<file path="src/rtl/cr_fifo_rr_arb_if.sv">
// Bundle for cr_fifo_rr_arb: FIFO-side pop handshake and the shared output stream.
// master = arbiter, slave = FIFO bank plus downstream consumer.
interface cr_fifo_rr_arb_if #(
   parameter int N_REQ       = 4,
   parameter int N_DATA_BITS = 64
);
   localparam int SRC_W = (N_REQ > 1) ? $clog2(N_REQ) : 1;

   logic [N_REQ-1:0]             fifo_empty;
   logic [N_REQ*N_DATA_BITS-1:0] fifo_rdata;
   logic [N_REQ-1:0]             fifo_ren;
   logic                         out_valid;
   logic [N_DATA_BITS-1:0]       out_data;
   logic [SRC_W-1:0]             out_src;
   logic                         out_ready;
   logic                         busy;

   modport master (
      input  fifo_empty, fifo_rdata, out_ready,
      output fifo_ren, out_valid, out_data, out_src, busy
   );

   modport slave (
      output fifo_empty, fifo_rdata, out_ready,
      input  fifo_ren, out_valid, out_data, out_src, busy
   );
endinterface

</file>
<file path="src/rtl/cr_fifo_rr_arb.sv">
// Burst-limited round-robin drain of N_REQ show-ahead FIFOs into one registered stream.
// Optional counters (stall_cnt, pop_cnt, stats_clr) under `CR_FIFO_RR_ARB_STATS_EN.
module cr_fifo_rr_arb #(
   parameter int N_REQ       = 4,
   parameter int N_DATA_BITS = 64,
   parameter int MAX_BURST   = 4
) (
   input  logic                 clk,
   input  logic                 rst_n,
   cr_fifo_rr_arb_if.master     bus
`ifdef CR_FIFO_RR_ARB_STATS_EN
   ,
   input  logic                 stats_clr,
   output logic [15:0]          stall_cnt,
   output logic [N_REQ*16-1:0]  pop_cnt
`endif
);
   localparam int SRC_W = (N_REQ > 1) ? $clog2(N_REQ) : 1;
   localparam logic [7:0] BURST_LAST = 8'(MAX_BURST - 1);

   typedef enum logic {IDLE, BURST} state_t;

   state_t                 state;
   logic [SRC_W-1:0]       grant;
   logic [SRC_W-1:0]       last;
   logic [7:0]             burst_cnt;
   logic                   slot_free;
   logic                   pop;
   logic                   hi_found, lo_found, arb_found;
   logic [SRC_W-1:0]       hi_idx, lo_idx, arb_idx;
   logic [N_DATA_BITS-1:0] head [N_REQ];

   always_comb begin
      for (int unsigned i = 0; i < N_REQ; i++)
         head[i] = bus.fifo_rdata[i*N_DATA_BITS +: N_DATA_BITS];
   end

   // Rotating priority: first non-empty above last wins, else first at or below it.
   always_comb begin
      hi_found = 1'b0;
      hi_idx   = '0;
      lo_found = 1'b0;
      lo_idx   = '0;
      for (int unsigned i = 0; i < N_REQ; i++) begin
         if (!bus.fifo_empty[i]) begin
            if (i > 32'(last)) begin
               if (!hi_found) begin
                  hi_found = 1'b1;
                  hi_idx   = SRC_W'(i);
               end
            end else if (!lo_found) begin
               lo_found = 1'b1;
               lo_idx   = SRC_W'(i);
            end
         end
      end
      arb_found = hi_found | lo_found;
      arb_idx   = hi_found ? hi_idx : lo_idx;
   end

   always_comb begin
      slot_free = ~bus.out_valid | bus.out_ready;
      pop       = (state == BURST) & ~bus.fifo_empty[grant] & slot_free;
      bus.fifo_ren = '0;
      if (pop)
         bus.fifo_ren[grant] = 1'b1;
      bus.busy = (state == BURST) | bus.out_valid;
   end

   always_ff @(posedge clk or negedge rst_n) begin
      if (!rst_n) begin
         state         <= IDLE;
         grant         <= '0;
         last          <= SRC_W'(N_REQ - 1);
         burst_cnt     <= '0;
         bus.out_valid <= 1'b0;
         bus.out_data  <= '0;
         bus.out_src   <= '0;
      end else begin
         case (state)
            IDLE: begin
               if (arb_found) begin
                  grant     <= arb_idx;
                  burst_cnt <= '0;
                  state     <= BURST;
               end
            end
            BURST: begin
               if (pop)
                  burst_cnt <= burst_cnt + 8'd1;
               if (bus.fifo_empty[grant] || (pop && burst_cnt == BURST_LAST)) begin
                  state <= IDLE;
                  last  <= grant;
               end
            end
            default: state <= IDLE;
         endcase

         // A pop refills the slot even while the old entry is leaving.
         if (pop) begin
            bus.out_valid <= 1'b1;
            bus.out_data  <= head[grant];
            bus.out_src   <= grant;
         end else if (bus.out_ready) begin
            bus.out_valid <= 1'b0;
         end
      end
   end

`ifdef CR_FIFO_RR_ARB_STATS_EN
   always_ff @(posedge clk or negedge rst_n) begin
      if (!rst_n) begin
         stall_cnt <= '0;
         pop_cnt   <= '0;
      end else if (stats_clr) begin
         stall_cnt <= '0;
         pop_cnt   <= '0;
      end else begin
         if (bus.out_valid && !bus.out_ready && stall_cnt != 16'hFFFF)
            stall_cnt <= stall_cnt + 16'd1;
         for (int unsigned i = 0; i < N_REQ; i++) begin
            if (bus.fifo_ren[i] && pop_cnt[i*16 +: 16] != 16'hFFFF)
               pop_cnt[i*16 +: 16] <= pop_cnt[i*16 +: 16] + 16'd1;
         end
      end
   end
`endif
endmodule

</file>
<file path="src/flat_wrapper.sv">
// flat-port wrapper written by rule: the top's interface ports become plain ports
module cr_fifo_rr_arb_flat 
#(
   parameter int N_REQ       = 4,
   parameter int N_DATA_BITS = 64,
   parameter int MAX_BURST   = 4
)
  (clk, rst_n, bus_fifo_empty, bus_fifo_rdata, bus_out_ready, bus_fifo_ren, bus_out_valid, bus_out_data, bus_out_src, bus_busy);
  cr_fifo_rr_arb_if #(.N_REQ(N_REQ), .N_DATA_BITS(N_DATA_BITS)) bus_i ();
  input  logic clk;
  input  logic rst_n;
  input wire logic [$bits(bus_i.fifo_empty)-1:0] bus_fifo_empty;
  input wire logic [$bits(bus_i.fifo_rdata)-1:0] bus_fifo_rdata;
  input wire logic [$bits(bus_i.out_ready)-1:0] bus_out_ready;
  output wire logic [$bits(bus_i.fifo_ren)-1:0] bus_fifo_ren;
  output wire logic [$bits(bus_i.out_valid)-1:0] bus_out_valid;
  output wire logic [$bits(bus_i.out_data)-1:0] bus_out_data;
  output wire logic [$bits(bus_i.out_src)-1:0] bus_out_src;
  output wire logic [$bits(bus_i.busy)-1:0] bus_busy;
  assign bus_i.fifo_empty = bus_fifo_empty;
  assign bus_i.fifo_rdata = bus_fifo_rdata;
  assign bus_i.out_ready = bus_out_ready;
  assign bus_fifo_ren = bus_i.fifo_ren;
  assign bus_out_valid = bus_i.out_valid;
  assign bus_out_data = bus_i.out_data;
  assign bus_out_src = bus_i.out_src;
  assign bus_busy = bus_i.busy;
  cr_fifo_rr_arb #(.N_REQ(N_REQ), .N_DATA_BITS(N_DATA_BITS), .MAX_BURST(MAX_BURST)) u_core (.clk(clk), .rst_n(rst_n), .bus(bus_i));
endmodule
</file>
<file path="config.mk">
export PLATFORM = sky130hd
export DESIGN_NAME = cr_fifo_rr_arb_flat
export DESIGN_NICKNAME = d
export VERILOG_FILES = /design/src/rtl/cr_fifo_rr_arb_if.sv /design/src/rtl/cr_fifo_rr_arb.sv /design/src/flat_wrapper.sv
export SDC_FILE = /design/constraint.sdc
export NUM_CORES = 1
export LEC_CHECK = 0
export BUFFER_PORTS_ARGS = -buffer_cell sky130_fd_sc_hd__buf_4
export CAP_MARGIN = 30
export CORE_AREA = 2 2 130 132
export DETAILED_ROUTE_END_ITERATION = 10
export DIE_AREA = 0 0 132 134
export HOLD_SLACK_MARGIN = 0.02
export PLACE_DENSITY = 0.73
export SYNTH_ARGS = -nofsm -noshare
export SYNTH_HDL_FRONTEND = slang
export SYNTH_SLANG_ARGS = --single-unit
</file>
<file path="constraint.sdc">
create_clock -name clk -period 2.15 [get_ports clk]
set_input_delay 0 -clock clk [delete_from_list [all_inputs] [get_ports clk]]
set_output_delay 0 -clock clk [all_outputs]
set_load 0.01 [all_outputs]
</file>
; Yosys cells after proc, flatten, opt, wreduce, memory -nomap -nowiden
; Index checks and enable logic that the tools add are counted.
[op_classes]
addsub = 1
n_lt_le_gt_ge = 6
eq_ne = 3
n_mux = 47
bitwise_logic = 9
n_reduce_logical = 7
[ops]
columns = op, n
row1 = binary-select mux 64 bit (select 2 bit), 1
row2 = two-way mux 64 bit, 2
row3 = two-way mux 2 bit, 16
row4 = two-way mux 1 bit, 21
row5 = two-way mux 8 bit, 2
row6 = case mux 8 bit (2 select lines), 1
row7 = adder 8 x 1 -> 8 bit (second input constant), 1
row8 = == test 8 x 2 -> 1 bit (second input constant), 1
row9 = AND reduction 2 bit, 3
row10 = > comparator 2 bit (first input constant), 2
row11 = two-way mux 4 bit, 1
row12 = >= comparator 3 bit (second input constant), 1
row13 = less-than comparator 2 x 3 -> 1 bit (second input constant), 1
row14 = inverter 1 bit, 3
row15 = inverter 2 -> 3 bit, 1
row16 = bitwise OR 1 bit, 3
row17 = AND 1 bit, 2
row18 = binary-select mux 1 bit (select 2 bit), 1
row19 = demux 1 bit (select 2 bit), 1
row20 = >= comparator 2 x 1 -> 1 bit (second input constant), 1
row21 = > comparator 1 x 2 -> 1 bit (first input constant), 1
row22 = logical AND 1 bit, 2
row23 = != test 2 x 1 -> 1 bit (second input constant), 1
row24 = != test 2 bit (second input constant), 1
row25 = other kinds (3), 3
[word_totals]
register_bits = 80
input_bits = 263
output_inout_bits = 72
wordCells = 80

; Logic depth before layout (Yosys ltp)
; Gate-level depths: netlist (run 1).
[logic_depth]
depth_word = 10
mapped_depth = 7
ltp_nobuf = 5

; Worst setup path after synthesis (run 1)
; No wires, ideal clock.
[synth_path]
kind = reg2reg
start = register u_core.grant[0]
end = register u_core.burst_cnt[7]
setup_time_ps = 78
arrival_time_ps = 2053
t_required_ps = 2072
slack_ps = 20
stages_incl_launch_ff = 7
n_path_buf = 2
period_less_slack_ps = 2130
path_cell_list = dfrtp_1 > buf_2 > mux4_2 > or3_1 > buf_2 > or4_1 > a21boi_1
[synth_between]
elab_chain_cells = 7
[synth_rtl]
columns = element, line_no
row1 = start: declaration, cr_fifo_rr_arb.sv:24  ; logic [SRC_W-1:0] grant;
row2 = start signal: assignment, cr_fifo_rr_arb.sv:83  ; grant <= arb_idx;
row3 = binary-select mux 1 bit (select 2 bit), cr_fifo_rr_arb.sv:63  ; pop = (state == BURST) & ~bus.fifo_empty[grant] & slot_free;
row4 = two-way mux 1 bit (implied by the code), cr_fifo_rr_arb.sv:63
row5 = inverter 1 bit, cr_fifo_rr_arb.sv:63
row6 = AND 1 bit (2 in series), cr_fifo_rr_arb.sv:63
row7 = != test 2 bit (no source line), n/a
row8 = AND reduction 2 bit (no source line), n/a
row9 = end signal: assignment, cr_fifo_rr_arb.sv:90  ; burst_cnt <= burst_cnt + 8'd1;
row10 = end: declaration, cr_fifo_rr_arb.sv:26  ; logic [7:0] burst_cnt;
; No other way between the ends. The select of a mux whose other input is x is not followed.
; A chain may end at the register's enable or synchronous reset.

; Worst setup path after layout (run 1)
[layout_path]
start = register u_core.grant[0]
end = output port bus_fifo_ren[0]
[layout_between]
elab_chain_cells = 6
elab_cells_between_ends = 11
cone_classes = order compare (2) / mux (5) / bitwise (3) / reduce/logical (1)
[layout_rtl]
columns = element, line_no
row1 = branches (longest 5 deep; another with less-than comparator 2 x 3 -> 1 bit), n/a
row2 = two-way mux 4 bit (*), cr_fifo_rr_arb.sv:65  ; if (pop)
row3 = end: declaration, flat_wrapper.sv:15  ; output wire logic [$bits(bus_i.fifo_ren)-1:0] bus_fifo_ren;
; Every way passes the cells marked *. The select of a mux whose other input is x is not followed.

==> flow_summary.ini, run 1 <==
[drt]
routed_wl_mm = 16.9
drt_iter0_drc = 230
via_per_inst = 4.80
post-route-drc-count = 0
first_pass_iters = 4
vias = 4815
antenna_left = 0
wl_per_cell_um = 16.8

[synthesis]
ys_warn_count = 0
ys_top_cells_by_area = dfrtp_1 (41%), mux4_2 (31%), nand2_1 (16%)
synth_top_flop_cell = dfrtp_1
yosysTopAreaCell = dfrtp_1
synth.most_common_cell = nand2_1
yosys_register_bits = 80
ys_seq_area_share_pct = 41.9
synth_nets = 713
synth_edf_count = 0
syn_area_um2 = 4780
synth_cell_type_count = 35
yosys.area.top_type_share_pct = 40.8
ys_async_sr_fraction_pct = 100
synth_common_cells = nand2_1 (207), dfrtp_1 (78), mux4_2 (65)
netlist_instances = 449
syn_area_per_cell_um2 = 10.6

[sta]
tightestPinTransition_ns = 0.619
fin_crit_ns = 2.10
hold_viol_final = 0
rsz0062_at_grt = yes
timing.hold.ws_ns = 0.0367
worst_slack_ns = 0.0544
min_period_over_period_pct = 97.5
fmax_mhz = 477
finClkSkew_ns = 0.00853
report.final.slew_viol_count = 0
slew_headroom_pct = 58.8
setup_viol = 0

[outcome]
outcome = completed

[floorplan]
core-area_um2 = 16300
initial_utilization_pct = 29.3
io_pins = 335
dieArea_um2 = 17700
die_w_um = 132
die_h_um = 134
fp-row-count = 47

[grt]
grtUsageMet2_pct = 34.1
grt_max_degree = 74
use_met1_pct = 21.9
grt_overflow = 0
grt_usage_pct = 18.6
grt_busiest_layer = met2
met3_usage_pct = 3.63
first_global_vias = 5111
antenna_found_initial = 0
grt_pass1_wl_mm = 25.9

[cells_and_area]
diodes = 0
fillerInstances = 1497
ff_latch_area_um2 = 2010
final_cells = 1004
drive_gt1_share_pct = 56.3
multiInputGateArea_um2 = 2660
syn2layout_area_growth_pct = 67.7
nets = 1043
fin_util_pct = 49.2

[cts]
cts.sinks = 80
cts_buffers = 9
clock_path_buffers = 2
cts-root-buf = clkbuf_16
clk_pin_slew_ns = 0.06
htreeDepth = 3
tritoncts = yes
clk_latency_ns = 0.33

[setup_path]
cp-start-kind = flop
cp.required_ns = 2.15
cp.arrival_ns = 2.10
crit_fanout = 4
worstSetupPathType = reg2out
crit_path_end_kind = output port

[min_path]
hold_path_class = in2reg

[power]
power_mw = 9.93
peakVddDrop_mv = 0.700
p_leak_nw = 4.07
pwr_density_cell_nw_per_um2 = 1240

[placed_design]
dp_cells = 979
port_buffers = 334
gp_routability_congestion = 0.820
place_ws_ns = 0.00693
dp_hpwl_mm = 12.7

[job]
maxCapViolCount = 0
state kept, by name, indices dropped and copies added (netlist names):
register / flops
u_core.bus.out_src: 2
u_core.burst_cnt: 8
u_core.last: 2
u_core.grant: 2
u_core.state: 1
u_core.bus.out_valid: 1
u_core.bus.out_data: 64
through the flow:
step / cell area (µm²) / setup TNS (ns)
2_1_floorplan: 4780 / 0
3_3_place_gp: 7590 / 0
3_5_place_dp: 7590 / 0
4_1_cts: 7970 / 0
5_1_grt: 8020 / -0.0161
6_report: 8020 / 0
power breakdown:
group          internal [mW]  switching, mW  total, mW
clock                  0.872          0.591       1.46
combinational           3.04           2.77       5.81
sequential              2.23          0.421       2.65
per-layer routing:
| metal | vias up | wire length [µm] | share of wire, % |
|---|---|---|---|
| met4 | 0 | 242 | 1.4 |
| met5 | - | 0 | 0 |
| li1 | 2246 | - | - |
| met3 | 14 | 1100 | 6.5 |
| met1 | 2334 | 6490 | 39 |
| met2 | 221 | 9010 | 53 |
area by class of cell:
| class | count | area share (%) |
|---|---|---|
| timing repair buffer | 354 | 34.7 |
| multi-input combinational | 332 | 33.1 |
| sequential | 80 | 25.1 |
| tap | 220 | 3.43 |
| clock buffer | 13 | 3.37 |
| clock inverter | 3 | 0.187 |
| inverter | 2 | 0.0936 |
timing repair:
action                                  in CTS  in global routing
pin swaps                                    1                  3
endpoints found under the setup margin       2                  9
hold buffers                                 2                  0
buffers inserted                             3                  2
resized for setup                            5                  2
gates cloned                                 1                  1
hold endpoints to repair                    44                  0
final timing paths:
kind                                                     end  slack, ns                              start  depth (start not counted)
min                              u_core.grant[1]$_DFFE_PN0P_       0.04                  bus_fifo_empty[2]                          3
max in group asynchronous         u_core.last[1]$_DFFE_PN1P_       1.28                              rst_n                          3
min reg2reg                u_core.bus.out_src[1]$_DFFE_PN0P_       0.48  u_core.bus.out_src[1]$_DFFE_PN0P_                          2
min in group asynchronous  u_core.bus.out_src[0]$_DFFE_PN0P_       0.22                              rst_n                          2
max                                          bus_fifo_ren[0]       0.05        u_core.grant[0]$_DFFE_PN0P_                          5
max reg2reg                  u_core.burst_cnt[7]$_DFFE_PN0P_       0.06        u_core.grant[0]$_DFFE_PN0P_                          4
critical path: stages, from the launching register on:
cell	delay [ns]
dfrtp_4	0.43
mux4_2	0.51
or3_4	0.44
buf_12	0.15
nor3_2	0.09
buf_4	0.14
cells by family (layout without fill, tap and decap cells):
kind of cell	Yosys count	count (layout)	share of synthesized area, %
adders and majority gates	1	1	0.262
DFF	80	80	41.9
muxes	71	71	31.9
AOI/OAI and AO/OA	21	21	2.88
and+or+nand+nor	239	239	20.0
buffers and inverters	37	372	2.98
cells in the final DEF, fill, tap and decap left out, drive strengths merged, types with 2 or more instances in the layout:
cell,Yosys,final
clkinv,0,3
a22oi,2,2
nand2b,4,4
and3,3,3
nor3,6,6
nand2,207,207
buf,9,350
mux2i,5,5
inv,2,2
a21oi,4,4
dfrtp,78,78
o21ai,7,7
dlygate4sd3,0,2
nor2,4,4
dfstp,2,2
nand3,7,7
clkbuf,26,14
mux4,65,65
(Power assumes the default switching activity.)
==> inputs of run 2 (changes only) <==
--- a/config.mk
+++ b/config.mk
@@ -11,7 +11,7 @@
 export DETAILED_ROUTE_END_ITERATION = 10
 export DIE_AREA = 0 0 132 134
 export HOLD_SLACK_MARGIN = 0.02
-export PLACE_DENSITY = 0.73
+export PLACE_DENSITY = 0.67
 export SYNTH_ARGS = -nofsm -noshare
 export SYNTH_HDL_FRONTEND = slang
 export SYNTH_SLANG_ARGS = --single-unit
==> run 2 against run 1 <==
Compared with the run above: hold slack improved by 0.0068 ns; final cell count unchanged; fmax increased by 0.78%; global-route usage decreased by 0.24 points; largest cell class unchanged; combinational power decreased by 2%; design area decreased by 0.19%; setup slack improved by 0.016 ns; via count decreased by 0.10%.
==> flow_summary.ini, run 2 (same netlist as run 1, synthesis figures left out) <==
[placed_design]
port_buffers = 334
dp_hpwl_mm = 12.6
place_ws_ns = 0.0457
gp_routability_congestion = 0.774

[sta]
finClkSkew_ns = 0.00586
fin_crit_ns = 2.08
worst_slack_ns = 0.0706
hold_viol_final = 0
fmax_mhz = 481
setup_viol = 0
slew_headroom_pct = 55.2
report.final.slew_viol_count = 0
min_period_over_period_pct = 96.7
tightestPinTransition_ns = 0.672

[cts]
tritoncts = yes
clock_path_buffers = 2
cts-root-buf = clkbuf_16
htreeDepth = 3
cts.sinks = 80
cts_buffers = 9
clk_pin_slew_ns = 0.06
clk_latency_ns = 0.33

[cells_and_area]
fillerInstances = 1554
largest_reg_flops = 64
diodes = 0
regMostFlops = u_core.bus.out_data
nets = 1044
layout_common_cells = buf_4 (344), nand2_1 (207), dfrtp_1 (76), mux4_2 (65), clkbuf_16 (10)
multiInputGateArea_um2 = 2650
syn2layout_area_growth_pct = 67.4
fin_util_pct = 49.1
final_common_cell = buf_4
reg_top3 = u_core.bus.out_data: 64 flops, u_core.burst_cnt: 8 flops
drive_gt1_share_pct = 55.9
ff_latch_area_um2 = 2010

[drt]
via_per_inst = 4.79
antenna_left = 0
first_pass_iters = 4
wl_per_cell_um = 16.4
post-route-drc-count = 0
routed_wl_mm = 16.5
drt_iter0_drc = 176
vias = 4810

[setup_path]
r2r_slack_ns = 0.12
critPathMaxStageDelay_ns = 0.51
path_cells = mux4_2, buf_4, nor3_4, buf_12, and3_1, buf_4
worst_r2r_path_depth = 8
cp_common_cell = buf_4
r2r_start = u_core.grant[0]$_DFFE_PN0P_
cpMaxStageDelayCell = mux4_2
cp-start-kind = flop
worstSetupPathType = reg2out
crit_fanout = 4
crit_path_end_kind = output port
cp.required_ns = 2.15
cp.arrival_ns = 2.08
r2r_end = u_core.bus.out_data[23]$_DFFE_PN0P_

[min_path]
worstHoldStart = bus_fifo_empty[3]
hold_depth = 3
hold_path_class = in2reg
holdPathEnd = u_core.grant[1]$_DFFE_PN0P_

[grt]
grt_usage_pct = 18.4
grt_pass1_wl_mm = 25.6
first_global_vias = 5160
grt_max_degree = 74
grt_overflow = 0
antenna_found_initial = 0

[power]
p_leak_nw = 4.05
peakVddDrop_mv = 0.580
pwr_density_cell_nw_per_um2 = 1230

[job]
maxCapViolCount = 0

[floorplan]
fp-row-count = 47
die_h_um = 134
initial_utilization_pct = 29.3
io_pins = 335
core-area_um2 = 16300
die_w_um = 132
dieArea_um2 = 17700

[outcome]
outcome = completed
[run 2: cell type report]
class,instances,area share [%]
clock buffers,12,3.08
repair buffers,355,34.6
multi-input cells,332,33.1
clock inverters,3,0.531
well taps,220,3.44
inverters,2,0.0938
flip-flops and latches,80,25.1
[run 2: where the power goes]
| part | switching (mW) | internal (mW) |
|---|---|---|
| sequential | 0.407 | 2.23 |
| combinational | 2.73 | 2.99 |
| clock | 0.596 | 0.924 |
[run 2: how the worst max path moves through the flow]
stage                     slack, ns                              end                         from  cells after the start
after CTS                      0.05                  bus_fifo_ren[2]  u_core.grant[0]$_DFFE_PN0P_                      6
after global placement         0.08  u_core.burst_cnt[0]$_DFFE_PN0P_  u_core.grant[0]$_DFFE_PN0P_                      6
after floorplan                0.02  u_core.burst_cnt[7]$_DFFE_PN0P_  u_core.grant[0]$_DFFE_PN0P_                      6
final                          0.07                  bus_fifo_ren[2]  u_core.grant[0]$_DFFE_PN0P_                      6
after detailed placement       0.05  u_core.burst_cnt[0]$_DFFE_PN0P_  u_core.grant[0]$_DFFE_PN0P_                      6
after global routing         -0.007                  bus_fifo_ren[2]  u_core.grant[0]$_DFFE_PN0P_                      6
[run 2: what timing repair did]
item | in CTS | in global routing
setup buffers | 0 | 5
cloned | 0 | 1
hold buffers | 3 | 0
resized for setup | 4 | 0
pin swaps | 0 | 1
endpoints found under the setup margin | 2 | 1
endpoints found under the hold margin | 48 | 0
[run 2: per-stage QoR]
| stage | TNS (ns) | cell area, µm² | total power [mW] | hold slack [ns] | std cells |
|---|---|---|---|---|---|
| 2_1_floorplan | 0 | 4780 | 5.95 | -0.296 | 449 |
| 3_3_place_gp | 0 | 7610 | 8.21 | 0.0786 | 981 |
| 3_5_place_dp | 0 | 7610 | 8.32 | 0.0835 | 981 |
| 4_1_cts | 0 | 7930 | 9.88 | 0.0277 | 998 |
| 5_1_grt | -0.00668 | 8000 | 10.6 | 0.0660 | 1004 |
| 6_report | 0 | 8000 | 9.87 | 0.0435 | 1004 |
[run 2: critical path, delay by kind of cell (launching register included)]
family	cells	cell delay, ns
DFF	1	0.43
muxes	1	0.51
and+or+nand+nor	2	0.37
buffers and inverters	3	0.43
[run 2: routing by layer]
layer	up-vias	track usage [%]	part of all wire (%)
li1	2247	-	-
met5	-	0	0
met3	22	4.54	8.0
met1	2324	21.2	38
met2	217	33.1	52
met4	0	6.58	1.9
